**config.mk**
```make
export PLATFORM = sky130hd
export DESIGN_NAME = par8_cmd_parser
export DESIGN_NICKNAME = d
export VERILOG_FILES = /design/src/rtl/par8_cmd_defs.sv /design/src/rtl/par8_byte_timeout.sv /design/src/rtl/par8_cmd_parser.sv
export SDC_FILE = /design/constraint.sdc
export NUM_CORES = 1
export LEC_CHECK = 0
export BUFFER_PORTS_ARGS = -buffer_cell sky130_fd_sc_hd__buf_2
export CORE_MARGIN = 2
export CORE_UTILIZATION = 40
export DETAILED_ROUTE_END_ITERATION = 10
export PLACE_DENSITY = 0.59
export SLEW_MARGIN = 20
export SYNTH_ARGS = -nofsm -noshare
export SYNTH_HDL_FRONTEND = slang
export SYNTH_SLANG_ARGS = --single-unit
```
**constraint.sdc**
```tcl
create_clock -name clk -period 5 [get_ports clk]
set_clock_uncertainty 0.1 [all_clocks]
set_input_delay 0.25 -clock clk [delete_from_list [all_inputs] [get_ports clk]]
set_output_delay 0.25 -clock clk [all_outputs]
set_load 0.005 [all_outputs]
```
**src/rtl/par8_cmd_defs.sv**
```systemverilog
// Shared opcode, state and framing definitions for the parallel-bus command path.
// The transmit-side packet builder imports the same constants.
package par8_cmd_defs;

  localparam logic [7:0] CMD_TEST     = 8'h01;
  localparam logic [7:0] CMD_SET_HASH = 8'h02;
  localparam logic [7:0] CMD_STR      = 8'h03;
  localparam logic [7:0] CMD_DESYNC   = 8'h04;

  localparam int HASH_BYTES_LEN = 16;

  typedef enum logic [1:0] {
    ST_IDLE       = 2'd0,
    ST_HASH_BYTES = 2'd1,
    ST_STR_LEN    = 2'd2,
    ST_STR_BYTES  = 2'd3
  } state_e;

endpackage

```
**src/rtl/par8_byte_timeout.sv**
```systemverilog
// Inter-byte idle counter: clears on clr, counts while en, and flags expiry
// in the cycle the count sits at TIMEOUT_CYCLES-1 with no clear pending.
module par8_byte_timeout #(
  parameter int TIMEOUT_CYCLES = 1000000
) (
  input  logic clk,
  input  logic reset_n,
  input  logic clr,
  input  logic en,
  output logic expire
);

  localparam int CW = $clog2(TIMEOUT_CYCLES);
  localparam logic [CW-1:0] LAST = CW'(TIMEOUT_CYCLES - 1);

  logic [CW-1:0] cnt_q;

  always_ff @(posedge clk or negedge reset_n) begin
    if (!reset_n) begin
      cnt_q <= '0;
    end else if (clr) begin
      cnt_q <= '0;
    end else if (en) begin
      cnt_q <= cnt_q + CW'(1);
    end
  end

  // Expiry drops the parser to IDLE, which removes en, so this is a single pulse.
  assign expire = en && !clr && (cnt_q == LAST);

endmodule

```
**src/rtl/par8_cmd_parser.sv**
```systemverilog
// Decodes the receiver byte stream into test/desync pulses, a 128-bit target
// hash and a framed candidate-string stream. All outputs are registered.
//
// state         | meaning
// ST_IDLE       | waiting for an opcode byte
// ST_HASH_BYTES | collecting the 16 target-hash bytes
// ST_STR_LEN    | waiting for the string length byte
// ST_STR_BYTES  | forwarding string bytes until the count is used up
module par8_cmd_parser
  import par8_cmd_defs::*;
#(
  parameter int MAX_STR_LEN    = 64,
  parameter int TIMEOUT_CYCLES = 1000000
) (
  input  logic         clk,
  input  logic         reset_n,
  input  logic [7:0]   rxd_data,
  input  logic         rxd_data_ready,
  output logic         desync,
  output logic         test_pulse,
  output logic [127:0] hash_target,
  output logic         hash_target_valid,
  output logic [7:0]   str_data,
  output logic         str_valid,
  output logic         str_first,
  output logic         str_last,
  output logic [7:0]   str_len,
  output logic         cmd_error,
  output logic         busy
);

  localparam logic [7:0] MAX_LEN   = 8'(MAX_STR_LEN);
  localparam logic [7:0] HASH_LAST = 8'(HASH_BYTES_LEN - 1);

  state_e       state_q;
  logic         busy_q;
  logic [7:0]   hcnt_q;
  logic [7:0]   rem_q;
  logic [119:0] shadow_q;
  logic [127:0] hash_q;
  logic         desync_q, test_q, hv_q, err_q;
  logic [7:0]   sdata_q, slen_q;
  logic         svalid_q, sfirst_q, slast_q;
  logic         expire;

  par8_byte_timeout #(.TIMEOUT_CYCLES(TIMEOUT_CYCLES)) u_timeout (
    .clk     (clk),
    .reset_n (reset_n),
    .clr     (rxd_data_ready || (state_q == ST_IDLE)),
    .en      (state_q != ST_IDLE),
    .expire  (expire)
  );

  always_ff @(posedge clk or negedge reset_n) begin
    if (!reset_n) begin
      state_q  <= ST_IDLE;
      busy_q   <= 1'b0;
      hcnt_q   <= '0;
      rem_q    <= '0;
      shadow_q <= '0;
      hash_q   <= '0;
      desync_q <= 1'b0;
      test_q   <= 1'b0;
      hv_q     <= 1'b0;
      err_q    <= 1'b0;
      sdata_q  <= '0;
      slen_q   <= '0;
      svalid_q <= 1'b0;
      sfirst_q <= 1'b0;
      slast_q  <= 1'b0;
    end else begin
      desync_q <= 1'b0;
      test_q   <= 1'b0;
      hv_q     <= 1'b0;
      err_q    <= 1'b0;
      svalid_q <= 1'b0;
      sfirst_q <= 1'b0;
      slast_q  <= 1'b0;
      if (rxd_data_ready) begin
        case (state_q)
          ST_IDLE: begin
            case (rxd_data)
              CMD_TEST:   test_q   <= 1'b1;
              CMD_DESYNC: desync_q <= 1'b1;
              CMD_SET_HASH: begin
                state_q <= ST_HASH_BYTES;
                busy_q  <= 1'b1;
                hcnt_q  <= '0;
              end
              CMD_STR: begin
                state_q <= ST_STR_LEN;
                busy_q  <= 1'b1;
              end
              default: err_q <= 1'b1;
            endcase
          end
          ST_HASH_BYTES: begin
            // Only 15 bytes need shadowing; the 16th goes straight into hash_q.
            shadow_q <= {shadow_q[111:0], rxd_data};
            if (hcnt_q == HASH_LAST) begin
              hash_q  <= {shadow_q, rxd_data};
              hv_q    <= 1'b1;
              state_q <= ST_IDLE;
              busy_q  <= 1'b0;
            end else begin
              hcnt_q <= hcnt_q + 8'd1;
            end
          end
          ST_STR_LEN: begin
            if (rxd_data == 8'd0 || rxd_data > MAX_LEN) begin
              err_q   <= 1'b1;
              state_q <= ST_IDLE;
              busy_q  <= 1'b0;
            end else begin
              slen_q  <= rxd_data;
              rem_q   <= rxd_data;
              state_q <= ST_STR_BYTES;
            end
          end
          ST_STR_BYTES: begin
            sdata_q  <= rxd_data;
            svalid_q <= 1'b1;
            sfirst_q <= (rem_q == slen_q);
            slast_q  <= (rem_q == 8'd1);
            rem_q    <= rem_q - 8'd1;
            if (rem_q == 8'd1) begin
              state_q <= ST_IDLE;
              busy_q  <= 1'b0;
            end
          end
          default: begin
            state_q <= ST_IDLE;
            busy_q  <= 1'b0;
          end
        endcase
      end else if (expire) begin
        err_q   <= 1'b1;
        state_q <= ST_IDLE;
        busy_q  <= 1'b0;
      end
    end
  end

  assign desync            = desync_q;
  assign test_pulse        = test_q;
  assign hash_target       = hash_q;
  assign hash_target_valid = hv_q;
  assign str_data          = sdata_q;
  assign str_valid         = svalid_q;
  assign str_first         = sfirst_q;
  assign str_last          = slast_q;
  assign str_len           = slen_q;
  assign cmd_error         = err_q;
  assign busy              = busy_q;

endmodule

```
==> impl_metrics.yaml <==
run_status:
  status: "complete, no violations"
pwr:
  leakage_nw: 7.92
  p_per_area_nw_per_um2: 482
  vdd_ir_drop_max_mv: 0.180
  switching_share: 0.264
  total_power_mw: 7.06
  seqPwrFrac: 0.491
  pwr-share-comb: 0.141
  net-switching-power_mw: 1.87
  p_int_mw: 5.19
  clockPowerShare: 0.368
global_routing:
  first_global_vias: 8079
  grt_pass1_wl_um: 43300
  grt_overflow: 0
  antenna_found_initial: 0
  grt_max_degree: 144
  grt_usage: 0.170
yosys:
  yosys-top-cells-count: "400 x nand2_1, 310 x dfrtp_1, 130 x mux2_2"
  synthesis.area_um2: 12200
  synth_ff_type: "dfrtp_1"
  yosys_register_bits: 310
  synth_top_area_cell: "dfrtp_1"
  syn_avg_cell_area_um2: 11.2
  synth_edf_count: 0
  ys_seq_area_frac: 0.634
  syn_nets: 1109
  yosys-top-cells-area: "dfrtp_1 63%, nand2_1 12%, mux2_2 12%"
  yosysTopAreaCellShare: 0.634
  synthArstFlopShare: 1.00
  ys.warnings.count: 0
  yosysUniqueCellTypes: 54
  syn_inst: 1094
  yosysMostFrequentCell: "nand2_1"
worst_hold_path:
  hp-class: "input port to flip-flop"
floorplan:
  start_util: 0.403
  core_um2: 30300
  num_io_pins: 163
  dieWidth_um: 179
  die_area_um2: 32000
  die_h_um: 179
  num_rows: 64
routing:
  drtIter0Drc: 416
  num_vias: 8194
  routed_wl_um: 26500
  wire_per_inst_um: 15.8
  drc: 0
  viasPerCell: 4.89
  drt-pass1-iter-count: 4
  postRouteAntennaNets: 0
timing:
  slew_headroom: 0.314
  period_minus_slack_ps: 2860
  hold_viol: 0
  drv_slew: 0
  rsz0062_at_grt: "false"
  max_freq_mhz: 349
  worstMarginPinSlew_ps: 1030
  layout_worst_path_cycle_share: 0.572
  fin_setup_tns_ps: 0
  finalHoldWorstSlack_ps: 47.7
  finalSetupViolCount: 0
finish:
  layout.cells.non_filler: 1676
  design_area_um2: 14700
  fin_nets: 1271
  area_delta_synth_final_pct: 19.8
  n_fill_cell: 2734
  drive_gt1_frac: 0.283
  antenna_cells: 0
setup_path:
  startpoint_type: "flip-flop"
  worstPathRequired_ps: 5350
  r2r_setup_slack_ps: 2140
  critPathBufInv: 2
  crit_slowest_cell: "inv_4"
  end_kind: "flip-flop"
  critical_path.top_delay_family: "buffers and inverters"
  slowest_delay_ps: 780
  crit_type: "flip-flop to flip-flop"
  worst_path_most_repeated_cell: "nand2_1"
  worstPathArrival_ps: 3210
  crit_chain: "nor4_1, nand2_1, or2_4, inv_4, buf_4, nand2_1, nand2_1"
  crit_fanout: 98
place:
  dp_hpwl_um: 16500
  io_buffers: 162
  gp_congestion: 0.810
  place_area_um2: 13400
  place_inst: 1606
run:
  cap_violations: 0
clock_tree:
  cts-buffers-inserted: 35
  clk_latency_ps: 510
  cts-root-buf: "clkbuf_16"
  cts_buffer_depth: 3
  cts_tree: "yes"
  clkSlewWorstSetupHoldPaths_ps: 60
  cts.repair.resized: 0
  cts_max_level: 2
  cts_sinks: 310
[registers in the layout, summed over array words and instances, names as in the netlist, 2 cells and up]
register / count
hcnt_q: 8
u_timeout.cnt_q: 20
state_q: 2
rem_q: 8
str_len: 8
shadow_q: 120
str_data: 8
hash_target: 128
[routing by layer]
metal  wire length [um]  global-route usage  vias to the layer above
met2              12300               0.269                      167
li1                   -                   -                     3920
met1              12400               0.240                     4069
met3               1330              0.0331                       38
met5                  0                   0                        -
met4                510              0.0434                        0
[cell type report]
cell class,count,area [um2],share of cell area
sequential,310,7760,0.529
multi-input combinational,720,4200,0.287
clock buffer,52,1040,0.0710
timing repair buffer,179,983,0.0671
tap,396,495,0.0338
clock inverter,9,138,0.00939
inverter,10,40.0,0.00273
[final timing paths]
path | start | to | depth (start not counted)
setup reg to reg | hcnt_q[4]$_DFFE_PN0P_ | hash_target[114]$_DFFE_PN0P_ | 7
setup / recovery | hcnt_q[4]$_DFFE_PN0P_ | hash_target[114]$_DFFE_PN0P_ | 7
hold reg to reg | hash_target[117]$_DFFE_PN0P_ | hash_target[117]$_DFFE_PN0P_ | 2
min in group asynchronous | reset_n | hash_target[113]$_DFFE_PN0P_ | 2
hold / removal | rxd_data_ready | cmd_error$_DFF_PN0_ | 2
max in group asynchronous | reset_n | hash_target[86]$_DFFE_PN0P_ | 3
[placed cells by master (no fill, tap or decap), types with 2 or more instances in the layout]
cell type      netlist  routed
buf_4                0       7
and3_1               7       7
clkbuf_8             0       8
nand3_1             14      14
nor4_1               7       7
xnor2_1             12      12
nand2_1            400     400
nand4_1              4       4
and4_1               3       3
inv_1                9       9
nor4b_1              2       2
mux2_1               2       2
clkbuf_16            0      36
a22oi_1              3       3
dfrtp_1            310     310
o21ai_0             25      25
dlygate4sd3_1        0       9
o211ai_1             2       2
mux2_2             130     130
clkbuf_1            44       8
a21oi_1              8       8
nor3_1               8       8
or2_4                1       2
clkinv_2             0       3
o21ai_1              2       2
bufinv_16            0       3
a31oi_1              2       2
xor2_1              18      18
nor2_1              38      38
ha_1                 4       4
o2111ai_1            2       2
buf_2                6     161
[power by group through the flow]
stage          clock network (mW)  logic (mW)  registers, mW
2_1_floorplan                   0       0.764           3.33
3_3_place_gp                    0       0.979           3.51
3_5_place_dp                    0        1.01           3.52
4_1_cts                      2.67        1.02           3.47
5_1_grt                      2.78        1.13           3.54
6_report                     2.60       0.997           3.46
[cells by family (layout without fill, tap and decap cells)]
group | after synthesis | in the layout | share of synthesized area
buffers and inverters | 64 | 250 | 0.0227
XOR/XNOR | 30 | 30 | 0.0215
multiplexers | 132 | 132 | 0.121
flip-flops | 310 | 310 | 0.634
AO/OA/AOI/OAI | 57 | 57 | 0.0297
AND/OR/NAND/NOR | 497 | 497 | 0.167
adder cells (fa/ha/maj) | 4 | 4 | 0.00409
[timing repair]
item,CTS,global route
endpoints found under the setup margin,0,0
endpoints found under the hold margin,117,0
hold buffers,9,0
buffers inserted,0,0
[per-stage QoR]
step | utilization | setup WS (ps)
floorplan | - | 2950
global placement | 0.441 | 2130
detailed placement | 0.441 | 2090
CTS | 0.483 | 2100
global route | 0.483 | 1830
finish | 0.483 | 2140
(Power assumes the default switching activity.)
